[src/rtl/alu_sll.sv]
// alu_sll: RV32I shift-left-logical unit (SLL/SLLI) for the integer ALU.
//
// rd = rs1 << rs2[SHAMT_W-1:0]. Vacated LSBs are zero-filled, and bits shifted
// past the MSB are discarded. The shifter is an explicit log2 barrel. Stage k
// moves the word left by 2^k when shamt[k] is set. The result is registered
// and marked with a valid strobe.
//
// Optional build macro: ALU_SLL_PIPE_EN
//   undefined : stages 0..SHAMT_W-1 are combinational in front of the output
//               register, so latency is 1 cycle.
//   defined   : a register is placed after stage 2. It holds the partial
//               shift, the still-unused upper shamt bits and a valid bit.
//               Latency is 2 cycles, and throughput stays one per cycle.
//
// Valid semantics: in_valid marks rs1/rs2 as one operation on the posedge where
// it is sampled high. out_valid is high for exactly one cycle per accepted
// operation, at a fixed latency. There is no ready/backpressure, so the
// consumer must take rd whenever out_valid=1. rst has priority over in_valid,
// and it drops any operation still inside the unit.

module alu_sll #(
  parameter int XLEN    = 32,
  parameter int SHAMT_W = 5
) (
  input  logic            clk,
  input  logic            rst,
  input  logic            in_valid,
  input  logic [XLEN-1:0] rs1,
  input  logic [XLEN-1:0] rs2,
  output logic            out_valid,
  output logic [XLEN-1:0] rd
);

  // Number of barrel stages that sit in front of the optional pipeline cut.
  // Stages 0..SPLIT-1 form the front half, and SPLIT..SHAMT_W-1 the back half.
  localparam int SPLIT = 3;

  // Shift amount. The upper rs2 bits carry no meaning for SLL and are dropped.
  logic [SHAMT_W-1:0] shamt;
  logic               unused_rs2_hi;

  assign shamt         = rs2[SHAMT_W-1:0];
  assign unused_rs2_hi = ^rs2[XLEN-1:SHAMT_W];

  // Front half of the barrel: front[0] is rs1, and front[k+1] is the output of stage k.
  logic [XLEN-1:0] front [0:SPLIT];

  assign front[0] = rs1;

  for (genvar k = 0; k < SPLIT; k++) begin : g_front
    localparam int SH = 1 << k;
    assign front[k+1] = shamt[k] ? {front[k][XLEN-1-SH:0], {SH{1'b0}}}
                                 : front[k];
  end

  // Boundary between the halves. The back half reads only these signals.
  logic [XLEN-1:0]          mid_data;
  logic [SHAMT_W-1:SPLIT]   mid_hi;
  logic                     mid_valid;

`ifdef ALU_SLL_PIPE_EN
  // Pipeline cut after stage SPLIT-1: capture the partial shift, the remaining shamt bits and the valid bit.
  always_ff @(posedge clk) begin
    if (rst) begin
      mid_data  <= '0;
      mid_hi    <= '0;
      mid_valid <= 1'b0;
    end else begin
      mid_data  <= front[SPLIT];
      mid_hi    <= shamt[SHAMT_W-1:SPLIT];
      mid_valid <= in_valid;
    end
  end
`else
  // No cut: the back half follows the front half within the same cycle.
  assign mid_data  = front[SPLIT];
  assign mid_hi    = shamt[SHAMT_W-1:SPLIT];
  assign mid_valid = in_valid;
`endif

  // Back half of the barrel: back[SPLIT] is mid_data, and back[k+1] is the output of stage k.
  logic [XLEN-1:0] back [SPLIT:SHAMT_W];

  assign back[SPLIT] = mid_data;

  for (genvar k = SPLIT; k < SHAMT_W; k++) begin : g_back
    localparam int SH = 1 << k;
    assign back[k+1] = mid_hi[k] ? {back[k][XLEN-1-SH:0], {SH{1'b0}}}
                                 : back[k];
  end

  // Output register: load the result on a valid op; when idle, keep rd and drop the strobe.
  always_ff @(posedge clk) begin
    if (rst) begin
      out_valid <= 1'b0;
      rd        <= '0;
    end else begin
      out_valid <= mid_valid;
      if (mid_valid) begin
        rd <= back[SHAMT_W];
      end
    end
  end

endmodule

[config.mk]
export PLATFORM = sky130hd
export DESIGN_NAME = alu_sll
export DESIGN_NICKNAME = d
export VERILOG_FILES = /design/src/rtl/alu_sll.sv
export SDC_FILE = /design/constraint.sdc
export NUM_CORES = 1
export LEC_CHECK = 0
export ABC_AREA = 1
export CELL_PAD_IN_SITES_DETAIL_PLACEMENT = 0
export CELL_PAD_IN_SITES_GLOBAL_PLACEMENT = 2
export CORE_UTILIZATION = 23
export CTS_BUF_LIST = sky130_fd_sc_hd__clkbuf_4 sky130_fd_sc_hd__clkbuf_8
export CTS_CLUSTER_DIAMETER = 200
export CTS_CLUSTER_SIZE = 30
export DETAILED_ROUTE_END_ITERATION = 8
export GPL_ROUTABILITY_DRIVEN = 0
export HOLD_SLACK_MARGIN = 0.02
export PLACE_DENSITY = 0.92
export SETUP_SLACK_MARGIN = 0.5
export SYNTH_ARGS = -nofsm -noshare
export SYNTH_HDL_FRONTEND = slang
export SYNTH_SLANG_ARGS = --single-unit
[constraint.sdc]
create_clock -name clk -period 1.6 [get_ports clk]
set_clock_uncertainty 0.05 [all_clocks]
set_input_delay 0.24 -clock clk [delete_from_list [all_inputs] [get_ports clk]]
set_output_delay 0.24 -clock clk [all_outputs]
set_load 0.05 [all_outputs]
==> impl_metrics.env <==
export IMPL_core_area_um2=11400
export IMPL_area_growth_synth_to_final_pct=86.0
export IMPL_finalSetupViolCount=0
export IMPL_ys_types=23
export IMPL_antenna_violation_net_count_after_detailed_routing=0
export IMPL_timing_setup_critical_path_class="in2reg"
export IMPL_seq_area_frac_synth_pct=24.4
export IMPL_p_total_mw=2.86
export IMPL_worst_pin_slew_ps=312
export IMPL_drtIter0Drc=248
export IMPL_worstPathArrival_ps=1440
export IMPL_dieArea_um2=12200
export IMPL_avgRoutedWirePerCell_um=17.8
export IMPL_cts_tree="done"
export IMPL_hpwl_mm=8.51
export IMPL_utilization_pct=44.0
export IMPL_count_of_final_max_slew_check_failures=0
export IMPL_die_width_um=110
export IMPL_grt_start_max_net_pins=26
export IMPL_grt_pass1_wl_mm=19.4
export IMPL_critical_path_startpoint="rs2[0]"
export IMPL_grt_util_all_layers_pct=19.7
export IMPL_cts_hold_buffers=0
export IMPL_hold_path_class="in2reg"
export IMPL_vias_in_the_first_global_route=3705
export IMPL_nNetsFinal=619
export IMPL_worst_ep_required_time_ps=1780
export IMPL_timing_final_hold_violations=0
export IMPL_min_period_ps=1260
export IMPL_ctsHtreeMaxLevel=2
export IMPL_syn_nets=523
export IMPL_post_route_cell_area_um2=5030
export IMPL_fmaxAchievable_mhz=794
export IMPL_worst_slew_margin_relative_to_its_limit_pct=79.1
export IMPL_worst_path_most_repeated_cell="nand2_1"
export IMPL_num_rows=39
export IMPL_worst_setup_path_start_kind="input port"
export IMPL_dpl_instance_area_um2=3900
export IMPL_vdd_drop_max_mv=0.317
export IMPL_endpoint_type_of_the_worst_setup_path="flip-flop"
export IMPL_setup_repair_after_global_routing_missed_its_margin="true"
export IMPL_rrSetupSlack_ps=820
export IMPL_globalRouteOverflowTotal=0
export IMPL_count_of_antenna_diodes_in_the_layout=0
export IMPL_layout_setup_ws_ps=340
export IMPL_port_buffers=72
export IMPL_drt_total_wl_mm=12.3
export IMPL_register_to_register_path_depth=3
export IMPL_post_drt_via_cell_ratio=5.40
export IMPL_power_per_cell_area_nw_per_um2=568
export IMPL_outcome="finished, final reports clean"
export IMPL_dp_slack_ps=-340
export IMPL_cts_made_buffers=5
export IMPL_vias=3745
export IMPL_syn_mean_instance_area_um2=5.93
export IMPL_worstSkewPairLatency_ps=290
export IMPL_drtPass1Iterations=5
export IMPL_post_route_period_util_pct=78.8
export IMPL_clkSlewWorstSetupHoldPaths_ps=70
export IMPL_drc=0
export IMPL_tritoncts_num_sinks=33
export IMPL_path_max_fanout=8
export IMPL_layout_drive_gt1_share_pct=53.9
export IMPL_placed_cells=673
export IMPL_slowest_cell_on_the_critical_path="buf_12"
export IMPL_r2r_start="rd[19]$_SDFFE_PP0P_"
export IMPL_max_cap_viol_count=0
export IMPL_rr_endpoint="rd[19]$_SDFFE_PP0P_"
export IMPL_syn_cell_area_um2=2700
export IMPL_clockBufferDepth=2
export IMPL_min_delay_path_depth=2
export IMPL_cell_count_after_synthesis=456
export IMPL_path_cells="buf_6 -> buf_12 -> buf_12 -> inv_16 -> nand2_8 -> nand3_4 -> nand3_2 -> nand2_4 -> nand2_1 -> nand2_1 -> nand2_1 -> nand3_1 -> nand2_1 -> inv_1"
export IMPL_n_fill_cell=1174
export IMPL_synth_ff_latch_count=33
export IMPL_antenna_found_initial=0
export IMPL_clockRootBuffer="clkbuf_8"
export IMPL_p_leak_nw=2.27
export IMPL_endpoint="rd[25]$_SDFFE_PP0P_"
export IMPL_cpPeakStageDelay_ps=150
export IMPL_boundaryPins=100
export IMPL_die_height_um=110
export IMPL_yosysWarningCount=0
export IMPL_initial_utilization_pct=23.7
export IMPL_stdcell_count=694
==> power by group <==
part,switching (mW),internal [mW],total (mW),leakage (nW)
registers,0.0363,0.874,0.910,0.283
clock network,0.300,0.286,0.586,0.0399
logic,0.823,0.539,1.36,1.95
==> cell usage after synthesis <==
cell type	count	area [µm²]
inv_6	1	8.76
buf_2	16	80.1
buf_6	6	67.6
o211ai_1	4	30.0
o21ai_0	9	45.0
nand4_1	4	25.0
nor2_1	3	11.3
nand2_1	120	450
inv_2	3	11.3
nand2_2	16	100
nand3_1	200	1000
clkinv_1	1	3.75
inv_1	12	45.0
clkbuf_1	11	41.3
a21oi_1	4	20.0
nor2_4	1	11.3
nand3_2	2	20.0
dfxtp_1	33	661
o21ai_2	1	8.76
nor2_2	2	12.5
a31oi_1	4	25.0
buf_8	1	15.0
o21ai_1	2	10.0
==> final cells by class <==
type | count | area (µm²) | area share, %
clock inverters | 1 | 5.00 | 0.0995
inverters | 17 | 87.6 | 1.74
flip-flops and latches | 33 | 701 | 13.9
multi-input cells | 372 | 2560 | 50.9
repair inverters | 2 | 31.3 | 0.622
well taps | 143 | 179 | 3.56
clock buffers | 5 | 68.8 | 1.37
repair buffers | 121 | 1400 | 27.7
==> layer usage <==
metal	GRT usage (%)	up-vias	part of all wire [%]
li1	-	1768	-
met1	25.9	1804	43
met2	33.0	146	48
met3	2.80	27	5.8
met4	6.40	0	2.9
met5	0	-	0
==> placed cells by master, fill, tap and decap left out, drive strengths merged <==
| cell | Yosys | layout |
|---|---|---|
| o21ai | 12 | 12 |
| nand3 | 202 | 202 |
| dfxtp | 33 | 33 |
| o211ai | 4 | 4 |
| nor2 | 6 | 6 |
| clkbuf | 11 | 9 |
| a31oi | 4 | 4 |
| clkinv | 1 | 2 |
| a21oi | 4 | 4 |
| dlygate4sd2 | 0 | 30 |
| buf | 23 | 82 |
| clkdlybuf4s50 | 0 | 4 |
| clkdlybuf4s15 | 0 | 1 |
| nand2 | 136 | 136 |
| inv | 16 | 18 |
| nand4 | 4 | 4 |
==> what timing repair did <==
action,CTS,global route
gates cloned,6,2
gates resized for setup,230,51
buffers inserted,3,4
pin swaps,48,12
setup endpoints to repair,64,55
==> worst max-delay path: cells and delay by family <==
kind	cells	cell delay [ps]
AND/OR/NAND/NOR	9	650
buffers and inverters	5	540
==> sequential cells by signal, indices dropped and copies added, names as in the netlist <==
signal and flops:
rd 32, out_valid 1
==> cell families (layout without fill, tap and decap cells) <==
group | Yosys count | after routing | share of synthesized area, %
buffers and inverters | 51 | 146 | 10.1
and+or+nand+nor | 348 | 348 | 60.3
AOI/OAI and AO/OA | 24 | 24 | 5.14
DFF | 33 | 33 | 24.4
==> how the worst min path moves through the flow <==
stage                                  start  slack [ps]              endpoint
after floorplan                     in_valid         360  out_valid$_SDFF_PP0_
after global placement    rd[3]$_SDFFE_PP0P_         410    rd[3]$_SDFFE_PP0P_
after detailed placement  rd[9]$_SDFFE_PP0P_         410    rd[9]$_SDFFE_PP0P_
after CTS                                rst         280  out_valid$_SDFF_PP0_
after global routing                     rst         120  out_valid$_SDFF_PP0_
final                                    rst         120  out_valid$_SDFF_PP0_
==> stage by stage <==
stage	TNS, ps	hold WS, ps
4_1_cts	0	279
3_5_place_dp	-8000	405
5_1_grt	0	124
6_report	0	118
2_1_floorplan	0	364
3_3_place_gp	-7910	405
Note: power is estimated with default switching activity, not from simulation.
